--- src/rtl/coin_acceptor.sv ---
// Debounces four level-held coin sensors into single-cycle, mutually exclusive coin strobes.
// Optional `define COIN_ACCEPTOR_TOTAL_EN adds a running total_cents output.
module coin_acceptor #(
  parameter int unsigned DEBOUNCE = 4,
  parameter int unsigned PEND_W   = 3
) (
  input  logic        clk,
  input  logic        reset,
  input  logic        penny_raw,
  input  logic        nickel_raw,
  input  logic        dime_raw,
  input  logic        quarter_raw,
  input  logic        accept_en,
  output logic        penny,
  output logic        nickel,
  output logic        dime,
  output logic        quarter,
  output logic        reject,
`ifdef COIN_ACCEPTOR_TOTAL_EN
  output logic [15:0] total_cents,
`endif
  output logic        busy
);

  localparam int unsigned CNT_W = $clog2(DEBOUNCE + 1);
  localparam logic [PEND_W-1:0] PEND_MAX = '1;
  localparam logic [CNT_W:0] CNT_DONE = (CNT_W + 1)'(DEBOUNCE);

  typedef enum logic [1:0] {ARM_WAIT, IDLE, COUNT, HELD} state_t;

  state_t            r_state [4];
  logic [CNT_W-1:0]  r_cnt   [4];
  logic [PEND_W-1:0] r_pend  [4];
  logic [3:0]        r_s;
  logic              r_s_valid;

  logic [3:0]        w_raw;
  logic [3:0]        w_done;
  logic [3:0]        w_inc;
  logic [3:0]        w_pick;
  logic [PEND_W-1:0] w_pend_nxt [4];
  logic              w_reject;
  logic              w_busy_nxt;

  // Channel index order: 0 penny, 1 nickel, 2 dime, 3 quarter.
  assign w_raw = {quarter_raw, dime_raw, nickel_raw, penny_raw};

  always_comb begin
    w_pick = '0;
    if (r_pend[3] != '0)      w_pick = 4'b1000;
    else if (r_pend[2] != '0) w_pick = 4'b0100;
    else if (r_pend[1] != '0) w_pick = 4'b0010;
    else if (r_pend[0] != '0) w_pick = 4'b0001;

    w_done     = '0;
    w_inc      = '0;
    w_reject   = 1'b0;
    w_busy_nxt = 1'b0;
    for (int unsigned c = 0; c < 4; c++) begin
      w_pend_nxt[c] = r_pend[c];
      if (r_s[c]) begin
        if (r_state[c] == IDLE && DEBOUNCE == 1) w_done[c] = 1'b1;
        if (r_state[c] == COUNT && ({1'b0, r_cnt[c]} + 1'b1) == CNT_DONE) w_done[c] = 1'b1;
      end
      // A full counter still accepts when the scheduler drains it on the same edge.
      w_inc[c] = w_done[c] && accept_en && !(r_pend[c] == PEND_MAX && !w_pick[c]);
      if (w_done[c] && !w_inc[c]) w_reject = 1'b1;
      if (w_inc[c] && !w_pick[c])      w_pend_nxt[c] = r_pend[c] + 1'b1;
      else if (!w_inc[c] && w_pick[c]) w_pend_nxt[c] = r_pend[c] - 1'b1;
      if (w_pend_nxt[c] != '0) w_busy_nxt = 1'b1;
    end
  end

`ifdef COIN_ACCEPTOR_TOTAL_EN
  logic [15:0] w_val;
  always_comb begin
    w_val = '0;
    case (w_pick)
      4'b1000: w_val = 16'd25;
      4'b0100: w_val = 16'd10;
      4'b0010: w_val = 16'd5;
      4'b0001: w_val = 16'd1;
      default: w_val = '0;
    endcase
  end
`endif

  always_ff @(posedge clk) begin
    if (reset) begin
      r_s       <= '0;
      r_s_valid <= 1'b0;
      penny     <= 1'b0;
      nickel    <= 1'b0;
      dime      <= 1'b0;
      quarter   <= 1'b0;
      reject    <= 1'b0;
      busy      <= 1'b0;
`ifdef COIN_ACCEPTOR_TOTAL_EN
      total_cents <= '0;
`endif
      for (int unsigned c = 0; c < 4; c++) begin
        r_state[c] <= ARM_WAIT;
        r_cnt[c]   <= '0;
        r_pend[c]  <= '0;
      end
    end else begin
      r_s       <= w_raw;
      r_s_valid <= 1'b1;
      penny     <= w_pick[0];
      nickel    <= w_pick[1];
      dime      <= w_pick[2];
      quarter   <= w_pick[3];
      reject    <= w_reject;
      busy      <= w_busy_nxt;
`ifdef COIN_ACCEPTOR_TOTAL_EN
      total_cents <= total_cents + w_val;
`endif
      for (int unsigned c = 0; c < 4; c++) begin
        r_pend[c] <= w_pend_nxt[c];
        case (r_state[c])
          // r_s_valid keeps the reset-cleared sample from counting as a low level.
          ARM_WAIT: if (r_s_valid && !r_s[c]) r_state[c] <= IDLE;
          IDLE: begin
            if (r_s[c]) begin
              if (DEBOUNCE == 1) begin
                r_state[c] <= HELD;
              end else begin
                r_state[c] <= COUNT;
                r_cnt[c]   <= CNT_W'(1);
              end
            end
          end
          COUNT: begin
            if (!r_s[c])       r_state[c] <= IDLE;
            else if (w_done[c]) r_state[c] <= HELD;
            else               r_cnt[c]   <= r_cnt[c] + 1'b1;
          end
          HELD: if (!r_s[c]) r_state[c] <= IDLE;
          default: r_state[c] <= ARM_WAIT;
        endcase
      end
    end
  end

endmodule

--- config.mk ---
export PLATFORM = sky130hd
export DESIGN_NAME = coin_acceptor
export DESIGN_NICKNAME = d
export VERILOG_FILES = /design/src/rtl/coin_acceptor.sv
export SDC_FILE = /design/constraint.sdc
export NUM_CORES = 1
export LEC_CHECK = 0
export BUFFER_PORTS_ARGS = -buffer_cell sky130_fd_sc_hd__buf_4
export CORE_ASPECT_RATIO = 1.2
export CORE_MARGIN = 8
export CORE_UTILIZATION = 30
export DETAILED_ROUTE_END_ITERATION = 10
export MAX_ROUTING_LAYER = met4
export PLACE_DENSITY_LB_ADDON = 0.3
export SLEW_MARGIN = 20
export SYNTH_ARGS = -nofsm -noshare
export SYNTH_HDL_FRONTEND = slang
export SYNTH_SLANG_ARGS = --single-unit
--- constraint.sdc ---
create_clock -name clk -period 2.4 [get_ports clk]
set_input_delay 0.24 -clock clk [delete_from_list [all_inputs] [get_ports clk]]
set_output_delay 0.24 -clock clk [all_outputs]
set_load 0.005 [all_outputs]
# Yosys cells after proc, flatten, opt, wreduce, memory -nomap -nowiden
# Memories as Yosys holds them, arrays and structs flattened.
# Cells that the tools add are included.
word_totals:
  register_bits: 11
  latchBits: 0
  ramBits: 32
  mem_bits_ro: 0
  out_inout_bits: 6
  elab_cells: 302
  memories: 3
mem_list:
  columns: ["name", "depth", "width", "rd", "rd_ports_with_merged_regs", "wr", "line", "text"]
  rows:
  - ["r_cnt", 4, 3, 4, 0, 4, "32", "logic [CNT_W-1:0] r_cnt [4];"]
  - ["r_pend", 4, 3, 4, 0, 4, "33", "logic [PEND_W-1:0] r_pend [4];"]
  - ["r_state", 4, 2, 4, 0, 4, "31", "state_t r_state [4];"]
classes:
  add_sub_neg: 16
  multipliers: 0
  n_div: 0
  order_cmp: 0
  n_eq_ne: 20
  shifts: 0
  n_mux: 163
  bitwise_logic: 32
  reduce_logical: 60
op_table:
  columns: ["op", "n"]
  rows:
  - ["1-bit 2-to-1 mux", 120]
  - ["3-bit 2-to-1 mux", 20]
  - ["2-bit 2-to-1 mux", 21]
  - ["1-bit logical AND", 32]
  - ["1-bit bitwise OR", 32]
  - ["3-bit by 1-bit adder with 3-bit output, second input constant", 8]
  - ["3-bit nonzero test", 8]
  - ["3-bit by 1-bit adder with 4-bit output, second input constant", 4]
  - ["2-bit == test, second input constant", 8]
  - ["4-bit by 3-bit == test with 1-bit output, second input constant", 4]
  - ["1-bit logical NOT", 16]
  - ["3-bit == test, second input constant", 4]
  - ["3-bit by 1-bit subtractor with 3-bit output, second input constant", 4]
  - ["2-bit by 1-bit == test with 1-bit output, second input constant", 4]
  - ["2-bit logical NOT", 4]
  - ["4-bit 2-to-1 mux", 2]

# Logic depth before layout (Yosys ltp)
# Gate-level depths: netlist (run 1).
# An unclocked memory read counts as a cell.
depth:
  depth_word: 19
  mapped_depth: 10
  mapped_depth_nobuf: 9

# Worst setup path before layout (run 1)
# No wires, ideal clock.
synth_path:
  path_type: "reg2reg"
  start: "mem r_cnt[3][0] (netlist name)"
  end: "reg busy"
  arrival_ns: 2.140
  required_time_ns: 2.262
  setup_slack_ns: 0.121
  stages_incl_launch_ff: 9
  path_buffers: 0
  period_less_slack_ns: 2.279
  cell_sequence: "edfxtp_1 > ha_1 > nor2b_1 > a21oi_1 > nor2_1 > o311a_1 > a211o_1 > nor4b_2 > a41oi_1"
synth_lines:
  columns: ["item", "line", "text"]
  rows:
  - ["from (decl)", "32", null]
  - ["to (signal assigned)", "114", "busy <= w_busy_nxt;"]
  - ["to (decl)", "22", "output logic busy"]

==> results of run 1 <==
## synthesized netlist by cell type (2+ instances only)
| master | n |
|---|---|
| a211oi_1 | 9 |
| ha_1 | 24 |
| or4_4 | 2 |
| o21a_1 | 5 |
| clkbuf_1 | 5 |
| inv_1 | 22 |
| or3_1 | 3 |
| nor3_1 | 15 |
| nor2_1 | 33 |
| nand2b_1 | 13 |
| nand4_1 | 3 |
| o21ai_0 | 18 |
| a31oi_1 | 2 |
| and2_0 | 3 |
| o311ai_0 | 2 |
| nand2_1 | 36 |
| and3_1 | 6 |
| o211ai_1 | 2 |
| dfxtp_1 | 23 |
| and2_1 | 5 |
| and3_2 | 2 |
| nand3_1 | 8 |
| o22ai_1 | 2 |
| nor2b_1 | 15 |
| edfxtp_1 | 20 |
| a21oi_1 | 15 |
## per-stage QoR
step	TNS (ps)	cell area, µm²	setup WS [ps]	total power, mW	hold slack (ps)
2_1_floorplan	0	2730	121	1.99	312
3_3_place_gp	0	3090	91.7	2.39	451
3_5_place_dp	0	3090	13.5	2.41	456
4_1_cts	0	3180	6.17	2.88	141
5_1_grt	-18.7	3330	-18.7	3.30	143
6_report	0	3330	113	3.03	146
## worst max-delay path, cell delays in order, from the launching register on
cell and delay (ps):
edfxtp_1 400, ha_1 160, nand2_1 50, or4_4 420
or4_4 470, o22ai_2 170, o21ai_2 70, nor4b_2 280
a41oi_1 150
## worst max path at each step
stage / to / slack (ps) / cells after the start
2_1_floorplan: busy$_SDFF_PP0_ / 120 / 8
3_3_place_gp: busy$_SDFF_PP0_ / 90 / 8
3_5_place_dp: busy$_SDFF_PP0_ / 10 / 8
4_1_cts: busy$_SDFF_PP0_ / 6 / 8
5_1_grt: busy$_SDFF_PP0_ / -20 / 8
6_report: busy$_SDFF_PP0_ / 110 / 8
## cells by family (layout without fill, tap and decap cells)
logic type               Yosys count  count (layout)  synth area share
multiplexers                       1               1           0.00367
adder cells (fa/ha/maj)           24              24             0.110
XOR/XNOR                           1               1           0.00321
flip-flops                        43              43             0.389
AO/OA/AOI/OAI                     67              67             0.159
buffers and inverters             29              71            0.0412
AND/OR/NAND/NOR                  154             154             0.295
## sequential cells by signal, indices dropped and copies added, names as in the netlist
register,flops
busy,1
dime,1
nickel,1
penny,1
quarter,1
r_cnt,12
r_pend,12
r_s,4
r_s_valid,1
r_state,8
reject,1
## layout by cell type (no fill, tap or decap), types with 2 or more instances in the layout
master     n
inv_1     20
a21oi_1   14
nor3_1    15
nand3_1    8
ha_2       2
ha_4       2
a211oi_1   8
and3_1     6
nand4_1    3
edfxtp_1  20
a31oi_1    2
buf_4     40
or4_4      2
clkbuf_8   5
ha_1      20
nor2b_2    2
nor2_1    32
o211ai_1   2
nor2b_1   12
dfxtp_1   20
and3_2     2
nand2_1   36
or3_1      3
dfxtp_2    2
nand2b_1  13
inv_2      3
and2_0     2
o21ai_0   16
o21ai_2    2
o21a_1     5
and2_1     5
## final cells by class
type,count,area share
inverters,23,0.0259
multi-input cells,247,0.493
repair buffers,40,0.0902
clock inverters,2,0.00376
flip-flops and latches,43,0.321
well taps,120,0.0451
clock buffers,6,0.0218
## what timing repair did
item,CTS,global route
buffers inserted,0,8
resized for setup,0,29
endpoints found under the setup margin,0,3
## report_power, final
| group | internal [mW] | leakage, nW | switching, mW |
|---|---|---|---|
| sequential | 0.920 | 0.404 | 0.125 |
| clock | 0.204 | 0.0412 | 0.263 |
| combinational | 0.753 | 0.900 | 0.769 |
| total | 1.88 | 1.34 | 1.16 |
## layer usage
layer | routed length [µm] | up-vias | track usage | part of all wire
li1 | - | 1219 | - | -
met1 | 2800 | 1101 | 0.119 | 0.45
met2 | 3140 | 23 | 0.179 | 0.51
met3 | 130 | 12 | 0.0213 | 0.021
met4 | 102 | 0 | 0.0326 | 0.017
met5 | 0 | - | - | 0
==> out/results.tsv, run 1 <==
stage	metric	value	unit
status	status	finished, final reports clean	
global_routing	grt_pass1_wl	10.2	mm
critical_path	cp.arrival	2460	ps
critical_path	path_max_fanout	4	
synthesis	async_reset_ff_frac	0	
critical_path	end_kind	flip-flop	
power_and_ir_drop	vdd_drop_max	0.328	mV
synthesis	synth_top_area_cell	edfxtp_1	
critical_path	rrSetupSlack	110	ps
clock_network	htree_levels	2	
layout	fill_cells	962	
sta	finalCritPeriodShare	0.953	
global_routing	gr-total-overflow	0	
clock_network	cts_tree	done	
sta	worst_slew_pin_slew	491	ps
route	num_vias	2355	
place	dpl.hpwl	4.54	mm
layout	layout.cells.non_filler	481	
critical_path	critPathKind	reg2reg	
layout	areaGrowthSynthToFinish	22.0	%
global_routing	grt_max_degree	26	
synthesis	synth_enable_flop_cells	20	
sta	finalHoldViolCount	0	
layout	num_antenna_cells	0	
route	detail-route-antenna-nets	0	
critical_path	cp-start-kind	flip-flop	
die	fp.dieArea	12400	µm²
power_and_ir_drop	p_leak	1.34	nW
synthesis	yosys_warnings	0	
die	fp-row-count	38	
min_path	min_path_cells	2	
clock_network	cts_inserted_buffers	5	
synthesis	syn_avg_cell_area	8.56	µm²
global_routing	antenna_found_initial	0	
layout	seq_area	1070	µm²
place	portBuffers	12	
sta	slew_headroom	0.673	
layout	multiInputGateArea	1640	µm²
die	io_pins	13	
min_path	hold_path_class	in2reg	
layout	drive_gt1_frac	0.213	
synthesis	synth.distinct_cells	52	
synthesis	ys_top_cells_by_area	edfxtp_1 (22%), dfxtp_1 (17%), ha_1 (11%)	
critical_path	reg2reg_to	busy$_SDFF_PP0_	
route	drt-pass1-iter-count	4	
layout	fin_nets	391	
route	drt_iter0_drc	91	
global_routing	track_usage	0.105	
critical_path	crit_path_start	r_cnt[1][0]$_SDFFCE_PN0P_	
route	routedWlPerCell	12.8	µm
clock_network	clk_pin_slew_worst_paths	90	ps
layout	fin_util	0.372	
global_routing	grt_pass1_vias	2277	
route	routed_wl	6.17	mm
route	drc	0	
sta	fin_crit	2290	ps
route	via_per_inst	4.90	
synthesis	mappedNetlistArea	2730	µm²
sta	final_max_slew_viol_count	0	
die	core_area	8940	µm²
synthesis	ys_ff_latch	43	
die	die_h	121	µm
critical_path	crit_required	2570	ps
place	gp_congestion	0.778	
sta	setup_viol	0	
synthesis	synth_ff_type	dfxtp_1	
place	placed_cells	465	
synthesis	synth_top_area_share	0.220	
clock_network	root_buffer	clkbuf_8	
critical_path	r2r_cells	8	
min_path	hold_end	r_s[0]$_SDFF_PP0_	
synthesis	yosysSeqAreaShare	0.389	
die	start_util	0.305	
synthesis	syn_inst	319	
critical_path	r2r_start	r_cnt[1][0]$_SDFFCE_PN0P_	
sta	clock.fmax	437	MHz
clock_network	insertion_delay	300	ps
min_path	min-delay-start	penny_raw	
run	drv_cap	0	
sta	fin_skew	7.90	ps
clock_network	cts_hold_buf	0	
die	die_w	103	µm
clock_network	clock_sinks	43	
clock_network	clockBufferDepth	2	
power_and_ir_drop	power_density	911	nW/µm²
synthesis	synth_nets	350	
Note: power is estimated with default switching activity, not from simulation.
==> run 2: changes to the inputs <==
- PLACE_DENSITY_LB_ADDON: 0.3 -> 0.2
==> run 2 against run 1 <==
Flip-flop and latch count unchanged. Setup slack got worse by 93 ps. Non-clock buffer count shrank 7. Critical path type unchanged. Die area stayed put. Critical endpoint unchanged. Clock skew rose by 3.4 ps. Combinational power shrank 8%. Highest routed layer unchanged. Cell count is 1.5% lower. Utilization fell by 0.98 points. Clock power up 26%. Global-route usage up 0.27 points. Power is 0.25% lower. Sequential share of layout area grew 0.75 points.
==> out/results.tsv, run 2 (same netlist as run 1, synthesis figures left out) <==
stage	metric	value	unit
status	status	finished, final reports clean	
critical_path	path_max_fanout	4	
clock_network	insertion_delay	310	ps
route	num_vias	2302	
power_and_ir_drop	power_density	934	nW/µm²
global_routing	track_usage	0.107	
min_path	min-delay-start	penny_raw	
die	start_util	0.305	
layout	drive_gt1_frac	0.164	
die	die_w	103	µm
sta	finalCritPeriodShare	0.992	
critical_path	crit_required	2580	ps
die	die_h	121	µm
clock_network	clock_sinks	43	
critical_path	r2r_cells	8	
global_routing	grt_pass1_wl	10.4	mm
clock_network	cts_hold_buf	0	
run	drv_cap	0	
critical_path	crit_path_start	r_cnt[1][0]$_SDFFCE_PN0P_	
clock_network	cts_inserted_buffers	5	
sta	clock.fmax	420	MHz
clock_network	htree_levels	2	
sta	rsz0062_at_grt	true	
layout	areaGrowthSynthToFinish	18.7	%
layout	reg_top3	r_cnt x12, r_pend x12, r_state x8	
critical_path	critPathKind	reg2reg	
global_routing	gr-total-overflow	0	
place	gp_congestion	0.864	
clock_network	clk_pin_slew_worst_paths	100	ps
power_and_ir_drop	p_leak	1.32	nW
global_routing	grt_max_degree	26	
layout	layout_common_cells	nand2_1 (35), nor2_1 (33), buf_4 (33)	
sta	setup_viol	0	
global_routing	grt_pass1_vias	2256	
sta	holdWs	135	ps
clock_network	root_buffer	clkbuf_8	
layout	layout_commonest_cell	nand2_1	
critical_path	cp-start-kind	flip-flop	
route	detail-route-antenna-nets	0	
critical_path	cp.arrival	2560	ps
sta	final_max_slew_viol_count	0	
route	via_per_inst	4.86	
sta	finalHoldViolCount	0	
route	drt-pass1-iter-count	4	
global_routing	antenna_found_initial	0	
layout	num_antenna_cells	0	
critical_path	end_kind	flip-flop	
place	portBuffers	12	
place	placed_cells	464	
critical_path	reg2reg_to	busy$_SDFF_PP0_	
route	routed_wl	6.05	mm
critical_path	rrSetupSlack	20	ps
layout	layout.cells.non_filler	474	
die	io_pins	13	
route	routedWlPerCell	12.8	µm
min_path	min_path_cells	2	
route	drc	0	
power_and_ir_drop	vdd_drop_max	0.279	mV
die	fp.dieArea	12400	µm²
place	dpl.hpwl	4.57	mm
die	fp-row-count	38	
route	drt_iter0_drc	71	
layout	fill_cells	955	
min_path	hold_path_class	in2reg	
clock_network	clockBufferDepth	2	
sta	fin_skew	11.3	ps
layout	fin_nets	384	
sta	fin_crit	2380	ps
sta	worst_slew_pin_slew	553	ps
min_path	hold_end	r_s[0]$_SDFF_PP0_	
die	core_area	8940	µm²
clock_network	cts_tree	done	
sta	slew_headroom	0.631	
critical_path	r2r_start	r_cnt[1][0]$_SDFFCE_PN0P_	
run 2: worst max-delay path: stages, from the launching register on:
cell      delay [ps]
edfxtp_1         400
ha_2             190
nand2_2           50
or4_4            420
or4_4            570
o22ai_2          170
o21ai_2           70
nor4b_2          260
a41oi_1          120
run 2: how the worst max path moves through the flow:
stage | to | slack, ps | cells after the start
final | busy$_SDFF_PP0_ | 20 | 8
after global routing | busy$_SDFF_PP0_ | -80 | 8
after CTS | busy$_SDFF_PP0_ | 20 | 8
after detailed placement | busy$_SDFF_PP0_ | 40 | 8
after global placement | busy$_SDFF_PP0_ | 110 | 8
after floorplan | busy$_SDFF_PP0_ | 120 | 8
run 2: layout make-up:
type	instances	area, µm²	share of cell area
tap	120	150	0.0463
clock buffer	5	68.8	0.0212
sequential	43	1060	0.328
timing repair buffer	33	248	0.0764
clock inverter	3	43.8	0.0135
inverter	23	86.3	0.0266
multi-input combinational	247	1580	0.488
run 2: metrics by stage:
| step | cell area [µm²] | utilization | setup TNS [ps] | setup WS (ps) | power, mW |
|---|---|---|---|---|---|
| final | 3240 | 0.363 | 0 | 19.7 | 3.03 |
| after global routing | 3240 | 0.363 | -80.8 | -80.8 | 3.29 |
| after CTS | 3200 | 0.358 | 0 | 20.5 | 3.03 |
| after detailed placement | 3090 | 0.345 | 0 | 39.0 | 2.42 |
| after global placement | 3090 | 0.345 | 0 | 111 | 2.41 |
| after floorplan | 2730 | - | 0 | 121 | 1.99 |
run 2: routing by layer:
| metal | routed length [µm] | GRT usage | vias up |
|---|---|---|---|
| li1 | - | - | 1201 |
| met1 | 2790 | 0.123 | 1075 |
| met2 | 3080 | 0.183 | 20 |
| met3 | 115 | 0.0213 | 6 |
| met4 | 70 | 0.0326 | 0 |
| met5 | 0 | - | - |
run 2: timing repair:
action | CTS | global route
buffers inserted | 0 | 2
setup endpoints to repair | 0 | 1
endpoints found under the hold margin | 0 | 0
gates resized for setup | 0 | 11
run 2: where the power goes:
part	switching [mW]	internal [mW]
registers	0.125	0.917
clock network	0.279	0.310
logic	0.732	0.663
total	1.14	1.89
==> run 3: changes to the inputs <==
- PLACE_DENSITY: default -> 0.42
- PLACE_DENSITY_LB_ADDON: 0.2 -> default
==> run 3 against run 2 <==
Sequential power barely moved. Global-route usage rose by 0.38 points. Cell count grew 1.1%. Critical path type unchanged. Cell area is 1.3% higher. Critical path depth unchanged. Power increased by 2.2%. Largest power group unchanged. Fmax about the same. Via count shrank 0.17%.
==> out/results.tsv, run 3 (same netlist as run 1, synthesis figures left out) <==
stage	metric	value	unit
route	drc	0	
clock_network	root_buffer	clkbuf_8	
sta	slew_headroom	0.652	
route	routed_wl	6.18	mm
route	num_vias	2298	
global_routing	grt_pass1_wl	10.6	mm
status	status	finished, final reports clean	
global_routing	gr-total-overflow	0	
clock_network	clockBufferDepth	2	
critical_path	cp-start-kind	flip-flop	
sta	rsz0062_at_grt	true	
run	drv_cap	0	
global_routing	antenna_found_initial	0	
critical_path	crit_required	2580	ps
layout	fin_nets	389	
critical_path	cp_num_cells	8	
die	die_h	121	µm
sta	finalCritPeriodShare	0.993	
critical_path	crit_family	simple AND/OR/NAND/NOR gates	
route	drt_iter0_drc	104	
critical_path	crit_chain	ha_2, nand2_2, or4_4, or4_4, o22ai_2, o21ai_2, nor4b_2, a41oi_1	
min_path	min_path_cells	2	
sta	fin_skew	8.67	ps
route	via_per_inst	4.80	
die	io_pins	13	
clock_network	cts_tree	done	
place	gp_congestion	0.816	
critical_path	crit_path_frequent_cell	or4_4	
power_and_ir_drop	power_density	942	nW/µm²
critical_path	critPathMaxStageDelay	560	ps
sta	setup_tns	0	ps
clock_network	clock_sinks	43	
layout	reg_top3	r_cnt x12, r_pend x12, r_state x8	
power_and_ir_drop	finalPower	3.09	mW
critical_path	end_kind	flip-flop	
layout	num_antenna_cells	0	
critical_path	path_max_fanout	4	
sta	worst_slew_pin_slew	522	ps
critical_path	cpMaxStageDelayCell	or4_4	
global_routing	track_usage	0.111	
place	dpl.hpwl	4.70	mm
layout	areaGrowthSynthToFinish	20.3	%
critical_path	critPathBufInv	0	
min_path	hold_path_class	in2reg	
critical_path	cp.arrival	2560	ps
sta	setup_viol	0	
critical_path	r2r_cells	8	
layout	final_area	3280	µm²
place	placed_area	3120	µm²
sta	finalHoldViolCount	0	
layout	drive_gt1_frac	0.173	
die	core_area	8940	µm²
clock_network	cts_inserted_buffers	5	
clock_network	htree_levels	2	
place	portBuffers	12	
sta	final_max_slew_viol_count	0	
clock_network	cts_hold_buf	0	
route	drt-pass1-iter-count	4	
die	start_util	0.305	
place	placed_cells	468	
layout	fill_cells	965	
sta	clock.fmax	420	MHz
power_and_ir_drop	vdd_drop_max	0.257	mV
global_routing	grt_max_degree	26	
route	routedWlPerCell	12.9	µm
layout	layout_common_cells	buf_4 (38), nand2_1 (35), nor2_1 (33)	
layout	layout_commonest_cell	buf_4	
sta	fin_crit	2380	ps
layout	layout.cells.non_filler	479	
critical_path	critPathKind	reg2reg	
die	fp-row-count	38	
die	fp.dieArea	12400	µm²
die	die_w	103	µm
clock_network	insertion_delay	300	ps
layout	fin_util	0.367	
power_and_ir_drop	p_leak	1.35	nW
route	detail-route-antenna-nets	0	
clock_network	clk_pin_slew_worst_paths	90	ps
global_routing	grt_pass1_vias	2249	
[run 3: cell types whose count changed in the layout (fill, tap and decap cells not counted), sizes merged]
cell    previous run  this run
buf               33        38
clkbuf             5         6
clkinv             2         1
[run 3: path summary, 6_finish.rpt]
path | startpoint | end | slack [ps]
worst min-delay path | dime_raw | r_s[2]$_SDFF_PP0_ | 150
worst max register to register | r_cnt[1][0]$_SDFFCE_PN0P_ | busy$_SDFF_PP0_ | 20
worst min register to register | r_s[0]$_SDFF_PP0_ | reject$_SDFF_PP0_ | 520
worst max-delay path | r_cnt[1][0]$_SDFFCE_PN0P_ | busy$_SDFF_PP0_ | 20
[run 3: where the power goes]
| part | switching (mW) | internal (mW) | leakage, nW | total, mW |
|---|---|---|---|---|
| logic | 0.751 | 0.693 | 0.881 | 1.44 |
| registers | 0.130 | 0.914 | 0.402 | 1.04 |
| clock network | 0.269 | 0.337 | 0.0612 | 0.606 |
| total | 1.15 | 1.94 | 1.35 | 3.09 |
[run 3: per-layer routing]
layer  wire (µm)  share of wire  vias to the layer above  track usage
li1            -              -                     1213            -
met1        2850           0.46                     1061        0.127
met2        3100           0.50                       18        0.188
met3         136          0.022                        6       0.0219
met4          88          0.014                        0       0.0381
met5           0              0                        -            -
[run 3: per-stage QoR]
stage	setup WS (ps)	hold WS (ps)
2_1_floorplan	121	312
3_3_place_gp	97.8	455
3_5_place_dp	13.7	458
4_1_cts	4.62	135
5_1_grt	-100	162
6_report	17.9	149
[run 3: layout make-up]
class	count	area (µm²)	share of cell area
Sequential cell	43	1060	0.323
Clock buffer	6	82.6	0.0252
Multi-Input combinational cell	247	1580	0.482
Tap cell	120	150	0.0457
Inverter	23	86.3	0.0263
Clock inverter	2	35.0	0.0107
Timing Repair Buffer	38	285	0.0869
[run 3: timing repair]
| item | 4_1_cts | 5_1_grt |
|---|---|---|
| setup buffers | 0 | 3 |
| setup endpoints to repair | 0 | 1 |
| gates resized for setup | 0 | 10 |
[run 3: worst register-to-register path, cell delays in order (launching register included)]
cell and delay (ps):
edfxtp_1 410, ha_2 200, nand2_2 40, or4_4 420
or4_4 560, o22ai_2 160, o21ai_2 70, nor4b_2 270
a41oi_1 120
